<file path="config.mk">
export PLATFORM = sky130hd
export DESIGN_NAME = i2s_receiver
export DESIGN_NICKNAME = d
export VERILOG_FILES = /design/src/rtl/audio_pkg.sv /design/src/rtl/i2s_rx_fifo.sv /design/src/rtl/i2s_receiver.sv
export SDC_FILE = /design/constraint.sdc
export NUM_CORES = 1
export LEC_CHECK = 0
export BUFFER_PORTS_ARGS = -buffer_cell sky130_fd_sc_hd__buf_4
export CAP_MARGIN = 0
export CORE_MARGIN = 5
export CORE_UTILIZATION = 45
export DETAILED_ROUTE_END_ITERATION = 12
export PLACE_DENSITY = 0.61
export SKIP_LAST_GASP = 1
export SLEW_MARGIN = 15
export SYNTH_ARGS = -nofsm -noshare
export SYNTH_HDL_FRONTEND = slang
export SYNTH_SLANG_ARGS = --single-unit
</file>
<file path="constraint.sdc">
create_clock -name CLK -period 8.1 [get_ports CLK]
set_clock_uncertainty 0.05 [all_clocks]
set_input_delay 1.215 -clock CLK [delete_from_list [all_inputs] [get_ports CLK]]
set_output_delay 1.215 -clock CLK [all_outputs]
set_load 0.02 [all_outputs]
</file>
<file path="src/rtl/audio_pkg.sv">
// Shared audio-path definitions: sample/frame widths, frame field layout and
// the I2S capture FSM state type.
package audio_pkg;

    localparam int AUDIO_SAMPLE_BITS = 16;
    localparam int AUDIO_FRAME_BITS  = 2 * AUDIO_SAMPLE_BITS;

    // Frame layout {Left, Right}, identical to what the playback path sends.
    localparam int AUDIO_LEFT_LSB    = AUDIO_FRAME_BITS - AUDIO_SAMPLE_BITS;
    localparam int AUDIO_RIGHT_LSB   = 0;

    typedef enum logic [1:0] {
        HUNT     = 2'd0,
        RX_LEFT  = 2'd1,
        RX_RIGHT = 2'd2
    } i2s_rx_state_t;

endpackage

</file>
<file path="src/rtl/i2s_rx_fifo.sv">
// Synchronous first-word-fall-through FIFO with occupancy; reused by the
// playback path. DEPTH must be a power of two.
module i2s_rx_fifo #(
    parameter int WIDTH = 32,
    parameter int DEPTH = 4
) (
    input  logic                   clk,
    input  logic                   rst_n,
    input  logic                   push,
    input  logic [WIDTH-1:0]       push_data,
    input  logic                   pop,
    output logic [WIDTH-1:0]       pop_data,
    output logic [$clog2(DEPTH):0] level,
    output logic                   full,
    output logic                   empty
);
    localparam int AW = $clog2(DEPTH);
    localparam int CW = AW + 1;

    logic [WIDTH-1:0] mem_q [DEPTH];
    logic [WIDTH-1:0] mem_d [DEPTH];
    logic [AW-1:0]    wr_q, wr_d, rd_q, rd_d;
    logic [CW-1:0]    cnt_q, cnt_d;
    logic             do_push, do_pop;

    assign empty    = (cnt_q == '0);
    assign full     = (cnt_q == CW'(DEPTH));
    assign level    = cnt_q;
    assign pop_data = empty ? '0 : mem_q[rd_q];

    // A full FIFO still takes a push when the head leaves in the same cycle.
    always_comb begin
        do_pop  = pop & ~empty;
        do_push = push & (~full | do_pop);
        mem_d   = mem_q;
        if (do_push) begin
            mem_d[wr_q] = push_data;
        end
        wr_d  = wr_q + AW'(do_push);
        rd_d  = rd_q + AW'(do_pop);
        cnt_d = cnt_q + CW'(do_push) - CW'(do_pop);
    end

    always_ff @(posedge clk) begin
        if (!rst_n) begin
            for (int i = 0; i < DEPTH; i++) begin
                mem_q[i] <= '0;
            end
            wr_q  <= '0;
            rd_q  <= '0;
            cnt_q <= '0;
        end else begin
            mem_q <= mem_d;
            wr_q  <= wr_d;
            rd_q  <= rd_d;
            cnt_q <= cnt_d;
        end
    end

endmodule

</file>
<file path="src/rtl/i2s_receiver.sv">
// Slave I2S capture deserializer: oversamples SCK/WS/SD, rebuilds {L,R} frames
// and queues them in a FWFT FIFO. Define I2S_RX_PEAK_EN for per-channel peak meters.
module i2s_receiver
    import audio_pkg::*;
#(
    parameter int SAMPLE_BITS = AUDIO_SAMPLE_BITS,
    parameter int FIFO_DEPTH  = 4
) (
    input  logic                        CLK,
    input  logic                        Reset,
    input  logic                        Enable,
    input  logic                        ADC_I2S_CLK,
    input  logic                        ADC_I2S_WS,
    input  logic                        ADC_I2S_DATA,
    output logic [2*SAMPLE_BITS-1:0]    SampleData,
    output logic                        SampleValid,
    input  logic                        SampleReady,
    output logic [$clog2(FIFO_DEPTH):0] Level,
    output logic                        Overflow,
    output logic                        SyncError,
    input  logic                        ErrorClear
`ifdef I2S_RX_PEAK_EN
    ,
    input  logic                        PeakClear,
    output logic [SAMPLE_BITS-2:0]      PeakLeft,
    output logic [SAMPLE_BITS-2:0]      PeakRight
`endif
);
    localparam int CW = $clog2(SAMPLE_BITS + 1);

    // Input conditioning: 2-FF synchronizers, then a registered edge stage.
    logic [1:0] sck_sync_q, sck_sync_d;
    logic [1:0] ws_sync_q, ws_sync_d;
    logic [1:0] sd_sync_q, sd_sync_d;
    logic       sck_prev_q, sck_prev_d;
    logic       rise_q, rise_d;
    logic       ws_smp_q, ws_smp_d;
    logic       sd_smp_q, sd_smp_d;

    always_comb begin
        sck_sync_d = {sck_sync_q[0], ADC_I2S_CLK};
        ws_sync_d  = {ws_sync_q[0], ADC_I2S_WS};
        sd_sync_d  = {sd_sync_q[0], ADC_I2S_DATA};
        sck_prev_d = sck_sync_q[1];
        rise_d     = sck_sync_q[1] & ~sck_prev_q;
        ws_smp_d   = ws_sync_q[1];
        sd_smp_d   = sd_sync_q[1];
    end

    always_ff @(posedge CLK) begin
        if (!Reset) begin
            sck_sync_q <= '0;
            ws_sync_q  <= '0;
            sd_sync_q  <= '0;
            sck_prev_q <= 1'b0;
            rise_q     <= 1'b0;
            ws_smp_q   <= 1'b0;
            sd_smp_q   <= 1'b0;
        end else begin
            sck_sync_q <= sck_sync_d;
            ws_sync_q  <= ws_sync_d;
            sd_sync_q  <= sd_sync_d;
            sck_prev_q <= sck_prev_d;
            rise_q     <= rise_d;
            ws_smp_q   <= ws_smp_d;
            sd_smp_q   <= sd_smp_d;
        end
    end

    // Word assembly and frame FSM
    i2s_rx_state_t            state_q;
    logic [CW-1:0]            bitcnt_q;
    logic [SAMPLE_BITS-1:0]   shift_q, left_q, shift_nx;
    logic [2*SAMPLE_BITS-1:0] frame_q;
    logic                     ws_last_q, push_q, short_q;
    logic                     have_room, ws_edge, word_short;

    // The bit at a WS change is the LSB of the ending word, so it is counted
    // before the short-word test.
    always_comb begin
        have_room  = (bitcnt_q < CW'(SAMPLE_BITS));
        shift_nx   = have_room ? {shift_q[SAMPLE_BITS-2:0], sd_smp_q} : shift_q;
        ws_edge    = (ws_smp_q != ws_last_q);
        word_short = (bitcnt_q < CW'(SAMPLE_BITS - 1));
    end

    always_ff @(posedge CLK) begin
        if (!Reset) begin
            state_q   <= HUNT;
            bitcnt_q  <= '0;
            shift_q   <= '0;
            left_q    <= '0;
            frame_q   <= '0;
            ws_last_q <= 1'b0;
            push_q    <= 1'b0;
            short_q   <= 1'b0;
        end else begin
            push_q  <= 1'b0;
            short_q <= 1'b0;
            if (rise_q) begin
                ws_last_q <= ws_smp_q;
            end
            if (!Enable) begin
                state_q  <= HUNT;
                bitcnt_q <= '0;
            end else if (rise_q) begin
                shift_q <= shift_nx;
                if (!ws_edge) begin
                    if (have_room) begin
                        bitcnt_q <= bitcnt_q + CW'(1);
                    end
                end else begin
                    bitcnt_q <= '0;
                    case (state_q)
                        HUNT: begin
                            if (!ws_smp_q) begin
                                state_q <= RX_LEFT;
                            end
                        end
                        RX_LEFT: begin
                            if (word_short) begin
                                state_q <= HUNT;
                                short_q <= 1'b1;
                            end else begin
                                left_q  <= shift_nx;
                                state_q <= RX_RIGHT;
                            end
                        end
                        RX_RIGHT: begin
                            if (word_short) begin
                                state_q <= HUNT;
                                short_q <= 1'b1;
                            end else begin
                                frame_q <= {left_q, shift_nx};
                                push_q  <= 1'b1;
                                state_q <= RX_LEFT;
                            end
                        end
                        default: state_q <= HUNT;
                    endcase
                end
            end
        end
    end

    // Frame buffer
    logic pop, fifo_full, fifo_empty;

    assign SampleValid = ~fifo_empty;
    assign pop         = SampleValid & SampleReady;

    i2s_rx_fifo #(
        .WIDTH (2 * SAMPLE_BITS),
        .DEPTH (FIFO_DEPTH)
    ) u_fifo (
        .clk       (CLK),
        .rst_n     (Reset),
        .push      (push_q),
        .push_data (frame_q),
        .pop       (pop),
        .pop_data  (SampleData),
        .level     (Level),
        .full      (fifo_full),
        .empty     (fifo_empty)
    );

    // Sticky error flags; a new set beats a simultaneous clear.
    logic ovf_q, ovf_d, serr_q, serr_d;

    always_comb begin
        ovf_d  = (ovf_q & ~ErrorClear) | (push_q & fifo_full & ~pop);
        serr_d = (serr_q & ~ErrorClear) | short_q;
    end

    always_ff @(posedge CLK) begin
        if (!Reset) begin
            ovf_q  <= 1'b0;
            serr_q <= 1'b0;
        end else begin
            ovf_q  <= ovf_d;
            serr_q <= serr_d;
        end
    end

    assign Overflow  = ovf_q;
    assign SyncError = serr_q;

`ifdef I2S_RX_PEAK_EN
    // |x| of a two's-complement sample, with the most negative value clipped.
    function automatic logic [SAMPLE_BITS-2:0] magnitude(input logic [SAMPLE_BITS-1:0] s);
        logic [SAMPLE_BITS-1:0] n;
        n = '0 - s;
        if (!s[SAMPLE_BITS-1]) return s[SAMPLE_BITS-2:0];
        if (n[SAMPLE_BITS-1]) return '1;
        return n[SAMPLE_BITS-2:0];
    endfunction

    logic [SAMPLE_BITS-2:0] peak_l_q, peak_l_d, peak_r_q, peak_r_d, mag_l, mag_r;

    always_comb begin
        mag_l    = magnitude(frame_q[2*SAMPLE_BITS-1:SAMPLE_BITS]);
        mag_r    = magnitude(frame_q[SAMPLE_BITS-1:0]);
        peak_l_d = PeakClear ? '0 : peak_l_q;
        peak_r_d = PeakClear ? '0 : peak_r_q;
        if (push_q & (~fifo_full | pop)) begin
            if (mag_l > peak_l_d) peak_l_d = mag_l;
            if (mag_r > peak_r_d) peak_r_d = mag_r;
        end
    end

    always_ff @(posedge CLK) begin
        if (!Reset) begin
            peak_l_q <= '0;
            peak_r_q <= '0;
        end else begin
            peak_l_q <= peak_l_d;
            peak_r_q <= peak_r_d;
        end
    end

    assign PeakLeft  = peak_l_q;
    assign PeakRight = peak_r_q;
`endif

endmodule
</file>
* After elaboration in Yosys (flattened, before gate mapping) *
Index checks and enable logic that the tools add are counted.

operators by class
  add/sub/neg operators = 5
  order comparisons = 5
  equal/unequal tests = 5
  mux-type cells = 16
  bitwise operators = 19
  reductions and logical operators = 13

operator list
  cell                                                         count
  bitwise mux 128 bit                                          1
  two-way mux 32 bit                                           4
  binary-select mux 32 bit (select 2 bit)                      1
  demux 32 bit (select 2 bit)                                  1
  AND reduction 5 bit                                          4
  two-way mux 16 bit                                           1
  two-way mux 5 bit                                            2
  AND 1 bit                                                    8
  greater-or-equal comparator 3 bit (second input constant)    2
  NOT 1 bit                                                    6
  NOT 2 -> 3 bit                                               2
  case mux 2 bit (3 select lines)                              1
  AND reduction 2 bit                                          3
  adder 5 x 1 -> 5 bit (second input constant)                 1
  less-than comparator 5 x 4 -> 1 bit (second input constant)  1
  less-than comparator 5 bit (second input constant)           1
  adder 2 x 1 -> 2 bit                                         2
  two-way mux 2 bit                                            2
  adder 3 x 1 -> 3 bit                                         1
  == test 3 bit (second input constant)                        1
  zero test 3 bit                                              1
  less-than comparator 3 x 1 -> 1 bit (second input constant)  1
  two-way mux 1 bit                                            3
  OR 1 bit                                                     3
  other kinds (10)                                             10

word-level totals
  bits in registers = 221
  input port bits = 8
  word-level logic and storage cells = 87

* Longest topological paths before layout *
Gate-level depths: netlist of run 1.

  depth after elaboration = 8
  gate-level depth with buffers = 9
  gate-level depth less buffers = 8

* Cells and area by module *
From an unflattened synthesis of run 1, not the netlist that was laid out.

second synthesis, totals
  cells, all modules = 920
  area total of the unflattened synthesis = 9,561.7 um^2

by module, submodules not included
  module        instances  cells an instance  area an instance (um^2)
  i2s_rx_fifo   1          562                6,030.8
  i2s_receiver  1          358                3,530.9

* Worst setup path after synthesis of run 1 *
No wires, ideal clock.

  path kind = input port to flip-flop
  start = input port SampleReady
  end = register u_fifo.cnt_q[2] (netlist: u_fifo.level[2])
  library setup time = 0.115 ns
  arrival = 3.278 ns
  data required time = 7.935 ns
  path slack = 4.657 ns
  stages on the path = 9
  path through = or4b_1 buf_2 buf_2 and2_1 ha_1 fa_1 xor2_1 xnor2_1 and2_1

on the way
  longest elaborated chain between the ends = 6

ends and longest elaborated chain
  what                         RTL line             source
  start, declared              i2s_receiver.sv:17   input logic SampleReady,
  AND 1 bit *                  i2s_receiver.sv:150  assign pop = SampleValid & SampleReady;
  AND 1 bit *                  i2s_rx_fifo.sv:33    do_pop = pop & ~empty;
  OR 1 bit                     i2s_rx_fifo.sv:34    do_push = push & (~full | do_pop);
  AND 1 bit                    i2s_rx_fifo.sv:34
  adder 3 x 1 -> 3 bit         i2s_rx_fifo.sv:41    cnt_d = cnt_q + CW'(do_push) - CW'(do_pop);
  subtractor 3 x 1 -> 3 bit *  i2s_rx_fifo.sv:41
  end signal, assigned         i2s_rx_fifo.sv:56    cnt_q <= cnt_d;
  end, declared                i2s_rx_fifo.sv:23    logic [CW-1:0] cnt_q, cnt_d;

Every way passes the cells marked *; elsewhere a longest branch is shown, timed or not.
A chain may end at the register's enable or synchronous reset.

* Worst setup path after layout of run 1 *
  start = register u_fifo.rd_q[0]
  end = output port SampleData[8]

on the way
  longest elaborated chain between the ends = 5

ends and longest elaborated chain
  what                                                   RTL line            source
  start, declared                                        i2s_rx_fifo.sv:22   logic [AW-1:0] wr_q, wr_d, rd_q, rd_d;
  start signal, assigned                                 i2s_rx_fifo.sv:55   rd_q <= rd_d;
  NOT 2 -> 3 bit (not written as such)                   i2s_rx_fifo.sv:29   assign pop_data = empty ? '0 : mem_q[rd_q];
  binary-select mux 32 bit (select 2 bit)                i2s_rx_fifo.sv:29
  two-way mux 32 bit (not written as such) (2 in a row)  i2s_rx_fifo.sv:29
  two-way mux 32 bit                                     i2s_rx_fifo.sv:29
  end, declared                                          i2s_receiver.sv:15  output logic [2*SAMPLE_BITS-1:0] SampleData,

No other way between the ends. The select of a mux whose other input is x is not followed.

==> impl_metrics.ini, run 1 <==
[final_layout]
drive_above_1_share = 0.1479
syn_to_final_growth_pct = 11.09
num_antenna_cells = 0
multi_input_area_mm2 = 0.005101
nets = 1048
final_core_util = 0.5092
seq_area_mm2 = 0.004425
nFillCells = 2035

[floorplanning]
fp.dieArea_mm2 = 0.02531
num_rows = 54
core_area_mm2 = 0.02182
start_util = 0.4584
die_w_um = 159.1
die_height_um = 159.1
io_pins = 46

[critical_path]
crit_top_cell = buf_4
slowest_delay_ns = 0.63
reg2reg_to = u_fifo.level[2]
reg2reg_setup_slack_ns = 5.35
reg2reg_from = u_fifo.level[2]
endpoint_kind = output port
reg2regPathDepth = 7
worstPathArrival_ns = 2.38
cp_slowest_cell = mux4_2
timing.critical_path.cells = buf_4, mux4_2, nor2b_1, buf_4
critPathMaxFanout = 34
crit_type = reg2out
startpoint_type = flop
required_ns = 6.84

[synthesis]
syn_inst = 1053
async_flop_share = 0
synth_most_common_cell = dfxtp_1
synth_nets = 1069
synth_warnings = 0
synthFlopType = dfxtp_1
synth.top_cells.by_count = 221 x dfxtp_1, 132 x nand3_1, 131 x o21ai_0
synth_edf_count = 0
synth_top_area_cell = dfxtp_1
synth_cell_types = 50
synth_area_leaders = dfxtp_1 44%, a21boi_0 8.9%, mux4_2 7.2%
synth_seq_area_share = 0.4423
synth.avg_cell_area_um2 = 9.500
synth-seq-cells = 221
synth_top_area_frac = 0.4423
syn_area_mm2 = 0.01000

[grt]
grt_pass1_wl_mm = 40.88
grt_pass1_vias = 7442
grt-ovfl-total = 0
grt_max_degree = 122
antenna_found_initial = 0
grt_usage = 0.1904

[routing]
drc_errors = 0
vias_per_cell = 5.736
routed_wirelength_mm = 24.85
vias = 7617
dr.pass1.iters = 5
wl_per_cell_um = 18.71
drtIter0Drc = 730
ant_nets = 0

[min_path]
hp-start = sck_prev_q
hold_path_depth = 1
worstHoldEndpoint = rise_q
hp-class = reg2reg

[timing]
period_minus_slack_ns = 3.646
worst_pin_slew_ns = 1.171
setup_violations = 0
rsz0062_at_grt = false
tns_ns = 0
max_freq_ghz = 0.2743
finalMaxSlewViolations = 0
finalHoldViolCount = 0
relSlewSlack = 0.2167
finalCritPeriodShare = 0.4502

[clock_network]
clock_sinks = 221
cts_tree = done
cts-buffers-inserted = 25
htreeDepth = 1
clockBufferDepth = 3
cts_hold_buf = 0
cts_root_buffer = clkbuf_16
clock_latency_ns = 0.51
post-cts-setup-buffer-count = 0
ctsResizeCount = 0
path_clk_slew_ns = 0.06

[placement]
dpl.hpwl_mm = 13.19
port_buffers = 45
place_congestion = 0.7238

[pwr]
p_per_area_mw_per_mm2 = 223.8
power_leakage_nw = 3.636
ir_worst_vdd_uv = 121.0

[job]
maxCapViolations = 0

[status]
status = complete, no violations
## layout make-up
class	instances	share of cell area
flip-flops and latches	221	0.3982
repair buffers	57	0.03884
multi-input cells	721	0.4590
clock inverters	4	0.002139
clock buffers	39	0.06823
well taps	280	0.03152
inverters	6	0.002027
## worst max-delay path, delay by kind of cell (launching register included)
kind          cells  cell delay (ns)
flops             1             0.31
simple gates      1             0.15
mux               1             0.63
buf+inv           2             0.76
## metrics by stage
stage	setup WS [ns]	hold WS [ns]	instance area (µm²)	instances	total power, mW
after CTS	4.377	0.3363	11110	1328	2.520
after detailed placement	4.433	0.3285	10330	1285	1.447
after global routing	4.304	0.3482	11110	1328	2.589
after floorplan	4.657	0.3174	10000	1053	1.367
after global placement	4.438	0.3276	10330	1285	1.448
final	4.454	0.3323	11110	1328	2.487
## power breakdown
group          internal, mW  switching (mW)
Sequential             1.10          0.0150
Combinational        0.0966           0.208
Clock                 0.638           0.432
## state kept, by name, indices dropped and copies added (netlist names), 3 cells and up
signal        flops
bitcnt_q          5
frame_q          32
left_q           16
shift_q          16
u_fifo.level      3
u_fifo.mem_q    128
## layer usage
layer  vias up  track usage  part of all wire
met5         -            0                 0
met4         0      0.05428             0.026
li1       3693            -                 -
met1      3698       0.2739              0.45
met2       189       0.3022              0.47
met3        37      0.02433             0.051
## cell families (layout without fill, tap and decap cells)
| group | Yosys count | after routing | share of synthesized area |
|---|---|---|---|
| buffers and inverters | 111 | 106 | 0.05091 |
| xor gates and xnor gates | 6 | 6 | 0.006005 |
| DFF | 221 | 221 | 0.4423 |
| and+or+nand+nor | 317 | 317 | 0.1630 |
| muxes | 97 | 97 | 0.1391 |
| AOI/OAI and AO/OA | 293 | 293 | 0.1880 |
| adders and majority gates | 8 | 8 | 0.01076 |
## how the worst max path moves through the flow
stage / from / endpoint / slack, ns
CTS: u_fifo.rd_q[0] / SampleData[8] / 4.38
global route: u_fifo.rd_q[0] / SampleData[8] / 4.30
global placement: SampleReady / u_fifo.level[2] / 4.44
detailed placement: SampleReady / u_fifo.level[2] / 4.43
finish: u_fifo.rd_q[0] / SampleData[8] / 4.45
floorplan: SampleReady / u_fifo.level[2] / 4.66
## cells in the final DEF, fill, tap and decap left out, types with 3 or more instances in the layout
cell type  synthesis  layout
clkbuf_1          57       6
a21boi_0         118     118
a21boi_1          27      27
dfxtp_1          221     220
inv_1              6       6
mux4_2            32      32
nand3_1          132     131
clkbuf_8           0       8
o21ai_0          131     131
ha_1               7       7
a21oi_1            3       3
nand2_1          100     100
nor2b_1           40      40
clkbuf_16          0      25
mux2_2            16      16
mux2i_1           49      49
clkinv_2           0       3
nand3b_1           3       3
buf_4              0      56
xnor2_1            3       3
and2_1            19      19
nand4b_1           3       3
Power figures use the tool's default switching activity.
==> run 2: changes to the inputs <==
Settings changed: ABC_AREA set to 1, PLACE_DENSITY 0.61 to 0.64.
Clock period 8.1 ns to 3.35 ns, I/O delays scaled along.
==> run 2 against run 1 <==
Effect of this change: die area decreased by 2.1%; synthesized area down 2.3%; hold slack worse by 0.21 ns; wire length fell by 3.3%; critical path type unchanged; critical endpoint is now SampleData[20]; largest cell class is now sequential cells; highest routed layer unchanged.
==> impl_metrics.ini, run 2 <==
[timing]
period_minus_slack_ns = 2.619
setup_violations = 0
tns_ns = 0
finalCritPeriodShare = 0.7818
relSlewSlack = 0.4419
max_freq_ghz = 0.3818
rsz0062_at_grt = false
finalMaxSlewViolations = 0
worst_pin_slew_ns = 0.8362
finalHoldViolCount = 0

[floorplanning]
io_pins = 46
die_w_um = 157.4
fp.dieArea_mm2 = 0.02478
die_height_um = 157.4
start_util = 0.4523
num_rows = 54
core_area_mm2 = 0.02162

[status]
status = complete, no violations

[routing]
wl_per_cell_um = 13.87
dr.pass1.iters = 6
vias = 8664
ant_nets = 0
vias_per_cell = 4.999
routed_wirelength_mm = 24.04
drc_errors = 0
drtIter0Drc = 785

[pwr]
ir_worst_vdd_uv = 363.8
power_leakage_nw = 4.813
power_frac_comb = 0.153
clockPowerShare = 0.411
cell_internal_pwr_mw = 4.449
p_seq_frac = 0.436
p_per_area_mw_per_mm2 = 558.3
p_sw_mw = 1.686
swShare = 0.2748

[synthesis]
synth.avg_cell_area_um2 = 6.758
synth_edf_count = 0
syn_inst = 1447
synth_seq_area_share = 0.4525
synth_warnings = 0
synthFlopType = dfxtp_1
synth_most_common_cell = nand2_1
synth_nets = 1463
synth_top_area_cell = dfxtp_1
synth.top_cells.by_count = 286 x nand2_1, 221 x dfxtp_1, 209 x nor2_1
synth_top_area_frac = 0.4525
syn_area_mm2 = 0.009778
synth-seq-cells = 221
async_flop_share = 0
synth_area_leaders = dfxtp_1 45%, nand2_1 11%, a21oi_1 9.6%
synth_cell_types = 25

[grt]
grt_pass1_wl_mm = 40.21
grt-ovfl-total = 0
antenna_found_initial = 0
grt_max_degree = 112
grt_usage = 0.1946
grt_pass1_vias = 7753

[placement]
dpl.hpwl_mm = 14.50
port_buffers = 45
place_congestion = 0.8155
post_dp_cell_area_mm2 = 0.01023

[clock_network]
path_clk_slew_ns = 0.06
cts_root_buffer = clkbuf_16
ctsResizeCount = 0
cts_hold_buf = 0
htreeDepth = 1
cts_tree = done
clock_latency_ns = 0.51
clock_sinks = 221
post-cts-setup-buffer-count = 0
cts-buffers-inserted = 24
clockBufferDepth = 3

[final_layout]
mostFrequentLayoutCell = nand2_1
fin_area_mm2 = 0.01099
drive_above_1_share = 0.07846
nets = 1453
syn_to_final_growth_pct = 12.37
nFillCells = 2167
top_register = u_fifo.mem_q
final_cell_mix = 286 x nand2_1, 220 x dfxtp_1, 206 x nor2_1
top_regs = u_fifo.mem_q: 128 flops, frame_q: 32 flops
largest_reg_flops = 128
num_antenna_cells = 0

[critical_path]
startpoint_type = flop
required_ns = 2.80
critPathMaxFanout = 48
crit_type = reg2out
endpoint_kind = output port
worstPathArrival_ns = 2.07

[min_path]
hp-class = in2reg

[job]
maxCapViolations = 0
run 2: cell count changes after synthesis, sizes merged, moves of 40 or more:
cell | before | now
mux2i | 49 | 0
inv | 6 | 189
nand3 | 132 | 68
nor2 | 0 | 211
a21boi | 145 | 0
a21oi | 3 | 187
nor2b | 40 | 0
nand2 | 100 | 287
run 2: path summary, 6_finish.rpt:
path | depth (start not counted) | endpoint | slack (ns) | startpoint
worst max-delay path | 6 | SampleData[20] | 0.73 | u_fifo.rd_q[0]
worst min-delay path | 3 | ws_sync_q[0] | 0.13 | ADC_I2S_WS
worst max register to register | 6 | left_q[10] | 1.16 | bitcnt_q[4]
worst min register to register | 1 | rise_q | 0.34 | sck_prev_q
run 2: layer usage:
| metal | part of all wire | track usage | wire (µm) | vias up |
|---|---|---|---|---|
| met4 | 0.017 | 0.04752 | 408 | 0 |
| met5 | 0 | 0 | 0 | - |
| met3 | 0.046 | 0.02447 | 1104 | 27 |
| met2 | 0.46 | 0.3167 | 11030 | 177 |
| met1 | 0.48 | 0.2757 | 11490 | 3916 |
| li1 | - | - | - | 4544 |
run 2: critical path, cell delays in order (launching register included):
cell and delay (ns):
dfxtp_2 0.31, inv_1 0.43, buf_12 0.28, a21oi_1 0.09
o21ai_0 0.11, a21oi_1 0.10, buf_4 0.18
run 2: stage by stage:
stage | setup slack, ns | util | hold WS, ns | cells | power, mW
detailed placement | 1.034 | 0.4733 | 0.3356 | 1691 | 3.680
global route | 0.5867 | 0.5082 | 0.1205 | 1733 | 6.423
global placement | 1.050 | 0.4733 | 0.3290 | 1691 | 3.675
finish | 0.7310 | 0.5082 | 0.1252 | 1733 | 6.134
CTS | 0.6961 | 0.5082 | 0.1095 | 1733 | 6.214
floorplan | 1.115 | - | 0.3182 | 1447 | 3.333
run 2: power by group through the flow:
| stage | clock network [mW] | logic [mW] | registers [mW] |
|---|---|---|---|
| 5_1_grt | 2.72 | 1.03 | 2.68 |
| 6_report | 2.52 | 0.939 | 2.68 |
| 3_3_place_gp | 0 | 0.942 | 2.73 |
| 3_5_place_dp | 0 | 0.947 | 2.73 |
| 2_1_floorplan | 0 | 0.590 | 2.74 |
| 4_1_cts | 2.59 | 0.951 | 2.67 |
run 2: area by class of cell:
| cell class | count | area [µm²] | area share |
|---|---|---|---|
| clock buffer | 38 | 734.5 | 0.06684 |
| inverter | 189 | 709.4 | 0.06456 |
| timing repair buffer | 63 | 523.0 | 0.04760 |
| sequential | 221 | 4425 | 0.4028 |
| tap | 280 | 350.3 | 0.03188 |
| multi-input combinational | 938 | 4225 | 0.3845 |
| clock inverter | 4 | 20.02 | 0.001822 |
run 2: kinds of logic after synthesis:
group,count (synthesis),share of synthesized area
AND/OR/NAND/NOR,607,0.2543
AO/OA/AOI/OAI,321,0.1643
buffers and inverters,288,0.1162
flip-flops,221,0.4525
adder cells (fa/ha/maj),8,0.01100
XOR/XNOR,2,0.001792
